**config.mk**
```make
export PLATFORM = sky130hd
export DESIGN_NAME = fetch_unit
export DESIGN_NICKNAME = d
export VERILOG_FILES = /design/src/rtl/fetch_unit.sv
export SDC_FILE = /design/constraint.sdc
export NUM_CORES = 1
export LEC_CHECK = 0
export CAP_MARGIN = 20
export CORE_UTILIZATION = 40
export CTS_BUF_LIST = sky130_fd_sc_hd__clkbuf_4 sky130_fd_sc_hd__clkbuf_8
export DETAILED_ROUTE_END_ITERATION = 10
export HOLD_SLACK_MARGIN = 0.06
export SYNTH_ARGS = -nofsm -noshare
export SYNTH_HDL_FRONTEND = slang
export SYNTH_SLANG_ARGS = --single-unit
```
**constraint.sdc**
```tcl
create_clock -name clk -period 3.78 [get_ports clk]
set_input_delay 0.378 -clock clk [delete_from_list [all_inputs] [get_ports clk]]
set_output_delay 0.378 -clock clk [all_outputs]
set_load 0.02 [all_outputs]
```
**src/rtl/fetch_unit.sv**
```systemverilog
`default_nettype none
// ============================================================================
// Module   : fetch_unit
// Purpose  : Instruction fetch front end. Issues one instruction-memory
//            request at a time, collects the returned word into a small
//            circular fetch queue, and presents the queue head to decode.
//            A taken branch/jump (redirect) flushes the queue, reloads the
//            PC and discards any response still owed by memory.
// Ports    : clk            - sole clock, rising edge
//            reset          - asynchronous, active-low reset
//            redirect_valid - redirect the fetch stream this cycle
//            redirect_pc    - redirect target
//            ireq_valid/ireq_ready/ireq_addr - memory request handshake
//            iresp_valid/iresp_data          - memory response
//            out_valid/out_ready             - queue head handshake to decode
//            out_instr/out_pc/out_pc_plus_4  - queue head contents
//            out_excp       - head is a misaligned-fetch marker
// Config   : FETCH_ALIGN_CHECK_EN - when defined, a misaligned PC produces a
//            single excp marker entry instead of a memory request; when
//            undefined, redirect targets are forced word-aligned.
// Revision : 1.0 - initial release
// ============================================================================
module fetch_unit #(
  parameter int          FQ_DEPTH = 4,
  parameter logic [31:0] RESET_PC = 32'h0000_0000
) (
  input  logic        clk,
  input  logic        reset,
  input  logic        redirect_valid,
  input  logic [31:0] redirect_pc,
  output logic        ireq_valid,
  input  logic        ireq_ready,
  output logic [31:0] ireq_addr,
  input  logic        iresp_valid,
  input  logic [31:0] iresp_data,
  output logic        out_valid,
  input  logic        out_ready,
  output logic [31:0] out_instr,
  output logic [31:0] out_pc,
  output logic [31:0] out_pc_plus_4,
  output logic        out_excp
);

  localparam int PTR_W = $clog2(FQ_DEPTH);
  localparam int CNT_W = PTR_W + 1;
  localparam logic [CNT_W-1:0] DEPTH_C = CNT_W'(FQ_DEPTH);

  localparam logic [1:0] ST_REQ  = 2'd0;
  localparam logic [1:0] ST_WAIT = 2'd1;
  localparam logic [1:0] ST_DROP = 2'd2;

  logic [1:0]       state_q, state_d;
  logic [31:0]      pc_q, pc_d;
  logic [31:0]      req_pc_q, req_pc_d;
  logic [CNT_W-1:0] count_q, count_d;
  logic [PTR_W-1:0] head_q, head_d;
  logic [PTR_W-1:0] tail_q, tail_d;

  logic [31:0] fq_instr_q [FQ_DEPTH];
  logic [31:0] fq_pc_q    [FQ_DEPTH];

  logic        space_avail;
  logic        req_fire;
  logic        push;
  logic        pop;
  logic [31:0] push_instr;
  logic [31:0] push_pc;
  logic [31:0] redirect_tgt;

`ifdef FETCH_ALIGN_CHECK_EN
  logic [FQ_DEPTH-1:0] fq_excp_q;
  logic                excp_sent_q, excp_sent_d;
  logic                misaligned;
  logic                align_push;
`endif

  assign space_avail = (count_q < DEPTH_C);
  assign req_fire    = ireq_valid & ireq_ready;
  assign pop         = out_valid & out_ready & ~redirect_valid;

`ifdef FETCH_ALIGN_CHECK_EN
  assign redirect_tgt = redirect_pc;
  assign misaligned   = (state_q == ST_REQ) && (pc_q[1:0] != 2'b00);
  // The marker is written once per misaligned PC; the PC then parks until
  // the next redirect supplies a new stream.
  assign align_push   = misaligned & space_avail & ~excp_sent_q & ~redirect_valid;
  assign push         = ((state_q == ST_WAIT) & iresp_valid & ~redirect_valid) | align_push;
  assign push_instr   = align_push ? 32'h0 : iresp_data;
  assign push_pc      = align_push ? pc_q  : req_pc_q;
`else
  assign redirect_tgt = {redirect_pc[31:2], 2'b00};
  assign push         = (state_q == ST_WAIT) & iresp_valid & ~redirect_valid;
  assign push_instr   = iresp_data;
  assign push_pc      = req_pc_q;
`endif

  // --------------------------------------------------------------------------
  // State register
  // --------------------------------------------------------------------------
  always_ff @(posedge clk or negedge reset) begin
    if (!reset) begin
      state_q  <= ST_REQ;
      pc_q     <= RESET_PC;
      req_pc_q <= RESET_PC;
      count_q  <= '0;
      head_q   <= '0;
      tail_q   <= '0;
    end else begin
      state_q  <= state_d;
      pc_q     <= pc_d;
      req_pc_q <= req_pc_d;
      count_q  <= count_d;
      head_q   <= head_d;
      tail_q   <= tail_d;
    end
  end

`ifdef FETCH_ALIGN_CHECK_EN
  always_ff @(posedge clk or negedge reset) begin
    if (!reset) begin
      excp_sent_q <= 1'b0;
    end else begin
      excp_sent_q <= excp_sent_d;
    end
  end

  always_comb begin
    excp_sent_d = excp_sent_q;
    if (redirect_valid) begin
      excp_sent_d = 1'b0;
    end else if (align_push) begin
      excp_sent_d = 1'b1;
    end
  end
`endif

  // Queue storage carries no reset: entries are only visible while counted.
  always_ff @(posedge clk) begin
    if (push) begin
      fq_instr_q[tail_q] <= push_instr;
      fq_pc_q[tail_q]    <= push_pc;
`ifdef FETCH_ALIGN_CHECK_EN
      fq_excp_q[tail_q]  <= align_push;
`endif
    end
  end

  // --------------------------------------------------------------------------
  // Next-state logic
  // --------------------------------------------------------------------------
  always_comb begin
    state_d  = state_q;
    pc_d     = pc_q;
    req_pc_d = req_pc_q;
    count_d  = count_q + CNT_W'(push) - CNT_W'(pop);
    head_d   = pop  ? head_q + PTR_W'(1) : head_q;
    tail_d   = push ? tail_q + PTR_W'(1) : tail_q;

    case (state_q)
      ST_REQ: begin
        if (req_fire) begin
          state_d  = ST_WAIT;
          pc_d     = pc_q + 32'd4;
          req_pc_d = pc_q;
        end
      end
      ST_WAIT, ST_DROP: begin
        if (iresp_valid) begin
          state_d = ST_REQ;
        end
      end
      default: state_d = ST_REQ;
    endcase

    if (redirect_valid) begin
      pc_d    = redirect_tgt;
      count_d = '0;
      head_d  = tail_q;
      tail_d  = tail_q;
      // A response arriving with the redirect settles the debt; otherwise an
      // outstanding request must be drained before a new one may go out.
      if (iresp_valid) begin
        state_d = ST_REQ;
      end else if ((state_q == ST_WAIT) || (state_q == ST_DROP)) begin
        state_d = ST_DROP;
      end else begin
        state_d = ST_REQ;
      end
    end
  end

  // --------------------------------------------------------------------------
  // Output logic
  // --------------------------------------------------------------------------
  always_comb begin
    ireq_addr  = pc_q;
    // reset gates the request so nothing is offered while in reset, yet the
    // first request appears in the very first cycle after release.
    ireq_valid = reset && (state_q == ST_REQ) && !redirect_valid && space_avail;
`ifdef FETCH_ALIGN_CHECK_EN
    ireq_valid = ireq_valid && !misaligned;
`endif
    out_valid  = (count_q != '0);
    out_instr  = out_valid ? fq_instr_q[head_q] : 32'h0;
    out_pc     = out_valid ? fq_pc_q[head_q]    : 32'h0;
`ifdef FETCH_ALIGN_CHECK_EN
    out_excp   = out_valid & fq_excp_q[head_q];
`else
    out_excp   = 1'b0;
`endif
    out_pc_plus_4 = out_pc + 32'd4;
  end

endmodule
`default_nettype wire

```
==> results.yml <==
run_status:
  outcome: "completed"
setup_path:
  cp_max_fo: 15
  reg2regPathDepth: 7
  crit_type: "reg2out"
  r2r_slack_ps: 1150
  r2r-end: "ireq_addr[24]"
  endpoint_kind: "output pin"
  worstPathArrival_ps: 3220
  critical_path_required_ps: 3400
  cp-startpoint: "head_q[1]"
  crit_end: "out_pc_plus_4[9]"
  cp-start-kind: "flip-flop"
  r2r-start: "state_q[0]"
drt:
  wl_mm: 30.50
  final_antenna_net_count: 0
  drc: 0
  wl_per_cell_um: 18.72
  vias: 8266
  drt-vias-per-instance: 5.074
  drt_first_pass_iters: 5
  dr.first_iter.drc_count: 476
place:
  dp.final_hpwl_mm: 20.46
  io_buffers: 191
  place_congestion: 0.8128
power_and_ir_drop:
  powerDensity_nw_per_um2: 639.5
  power.leakage_nw: 6.389
  irDropWorstVdd_v: 0.0002430
floorplan:
  dieArea_um2: 34750
  rows: 67
  fp.dieH_um: 186.4
  core_um2: 33530
  fp.dieW_um: 186.4
  io_pins: 201
  initial_core_util: 0.4057
global_route:
  grt_overflow: 0
  grt_pass1_wl_mm: 48.41
  first_global_vias: 8424
  grt_max_degree: 48
  grt_usage: 0.1782
  antenna_found_initial: 0
synthesis:
  synth_top_area_frac: 0.5475
  syn-cell-area_um2: 13600
  yosysTopAreaCell: "edfxtp_1"
  synth_seq_cells: 317
  ys.warnings.count: 0
  synth-edff-count: 248
  async_flop_share: 0.2177
  synth.area.top_cells: "edfxtp_1 (55%), dfrtp_1 (13%), mux4_2 (6.5%)"
  yosysSeqAreaShare: 0.6744
  synth_flop_cell: "edfxtp_1"
  avgSynthCellArea_um2: 15.00
  synth.distinct_cells: 50
  syn-instance-count: 907
sta:
  tightest_slew_ps: 711.9
  period_needed_ps: 3598
  timing.final.hold_violations: 0
  period_share: 0.9519
  maxSlewHeadroom: 0.5210
  setup_viol: 0
  fin_setup_tns_ps: 0
  skew_ps: 14.71
  rsz0062_at_grt: "no"
  slew_viol_final: 0
  fmax_mhz: 277.9
cells_and_area:
  drive_above_1_share: 0.1592
  finalNetCount: 1224
  final_common_cell: "edfxtp_1"
  fillerInstances: 2908
  mostFrequentLayoutCells: "edfxtp_1 (248), clkdlybuf4s50_1 (167), nand2_1 (152)"
  final_core_utilization: 0.5134
  diodes: 0
  area_growth_pct: 26.55
clock_tree:
  cts_tree: "done"
  cts_buffer_depth: 3
  htree_levels: 2
  cts_sinks: 317
  cts_root_buffer: "clkbuf_8"
  cts_buffers: 51
  clk_latency_ps: 560
  clkTransAtPathRegs_ps: 60
worst_hold_path:
  hold_class: "in2reg"
flow_run:
  maxCapViolations: 0
[what timing repair did]
action	CTS	global route
buffers inserted	5	0
hold endpoints to repair	29	0
resized for setup	43	6
pin swaps	1	1
setup endpoints to repair	23	10
hold buffers	1	0
[flip-flops by register name, indices dropped and copies added, names as in the netlist]
register    count
fq_instr_q    128
fq_pc_q       120
ireq_addr      30
push_pc        30
count_q         3
head_q          2
state_q         2
tail_q          2
[report_power, final]
| group | switching, mW | total (mW) | internal (mW) |
|---|---|---|---|
| Clock | 1.26 | 3.04 | 1.78 |
| Sequential | 0.403 | 4.62 | 4.21 |
| Combinational | 1.75 | 3.35 | 1.60 |
[how the worst min path moves through the flow]
stage	from	end	slack, ps	cells after the start
after floorplan	reset	count_q[0]	80	0
after detailed placement	state_q[1]	state_q[1]	500	2
final	redirect_pc[10]	ireq_addr[10]	390	3
after global placement	state_q[1]	state_q[1]	490	2
after global routing	redirect_pc[11]	ireq_addr[11]	380	3
after CTS	redirect_pc[10]	ireq_addr[10]	360	3
[routing by layer]
layer	up-vias	global-route usage	share of wire
li1	3859	-	-
met1	4059	0.2665	0.48
met2	303	0.2679	0.44
met3	45	0.03479	0.061
met4	0	0.04323	0.015
met5	-	0	0
[critical path, cell delays in order, from the launching register on]
cell and delay (ps):
dfrtp_4 580, buf_4 190, mux4_1 560, or3_1 400
nor2_1 140, xnor2_1 120, clkdlybuf4s50_1 680
[metrics by stage]
stage | hold WS, ps | total power [mW] | area (um2) | instances | setup WS [ps]
3_5_place_dp | 500.1 | 8.103 | 16100 | 1531 | 123.0
6_report | 394.4 | 11.01 | 17220 | 1629 | 181.7
5_1_grt | 380.7 | 11.59 | 17220 | 1629 | 12.51
4_1_cts | 357.0 | 11.15 | 17210 | 1628 | 3.728
3_3_place_gp | 492.1 | 8.048 | 16100 | 1531 | 158.8
2_1_floorplan | 82.41 | 6.659 | 13630 | 913 | 649.6
[area by class of cell]
class | instances | area (um2) | share of cell area
tap | 448 | 560.5 | 0.03256
multi-input combinational | 518 | 4078 | 0.2369
inverter | 25 | 93.84 | 0.005451
clock inverter | 19 | 185.2 | 0.01076
sequential | 317 | 9181 | 0.5333
clock buffer | 72 | 884.6 | 0.05138
timing repair buffer | 230 | 2232 | 0.1297
[cell families (layout without fill, tap and decap cells)]
logic type | Yosys count | in the layout | share of synthesized area
AOI/OAI and AO/OA | 73 | 73 | 0.03458
and+or+nand+nor | 327 | 327 | 0.1151
muxes | 63 | 63 | 0.1109
DFF | 317 | 317 | 0.6744
buffers and inverters | 78 | 346 | 0.03026
adders and majority gates | 11 | 11 | 0.01067
other | 1 | 7 | 0.0002757
xor gates and xnor gates | 37 | 37 | 0.02382
[synthesized netlist by cell type, types with 9 or more instances]
cell	n
inv_1	25
nand3_1	21
xnor2_1	23
nand2_1	153
nor3_1	12
mux4_2	39
edfxtp_1	248
and2_1	58
dfrtp_1	69
o21ai_0	32
xor2_1	14
buf_4	9
a31oi_1	9
ha_1	10
nor2_1	39
mux4_1	24
clkbuf_1	26
nand4_1	13
o311ai_0	10
Note: power is estimated with default switching activity, not from simulation.
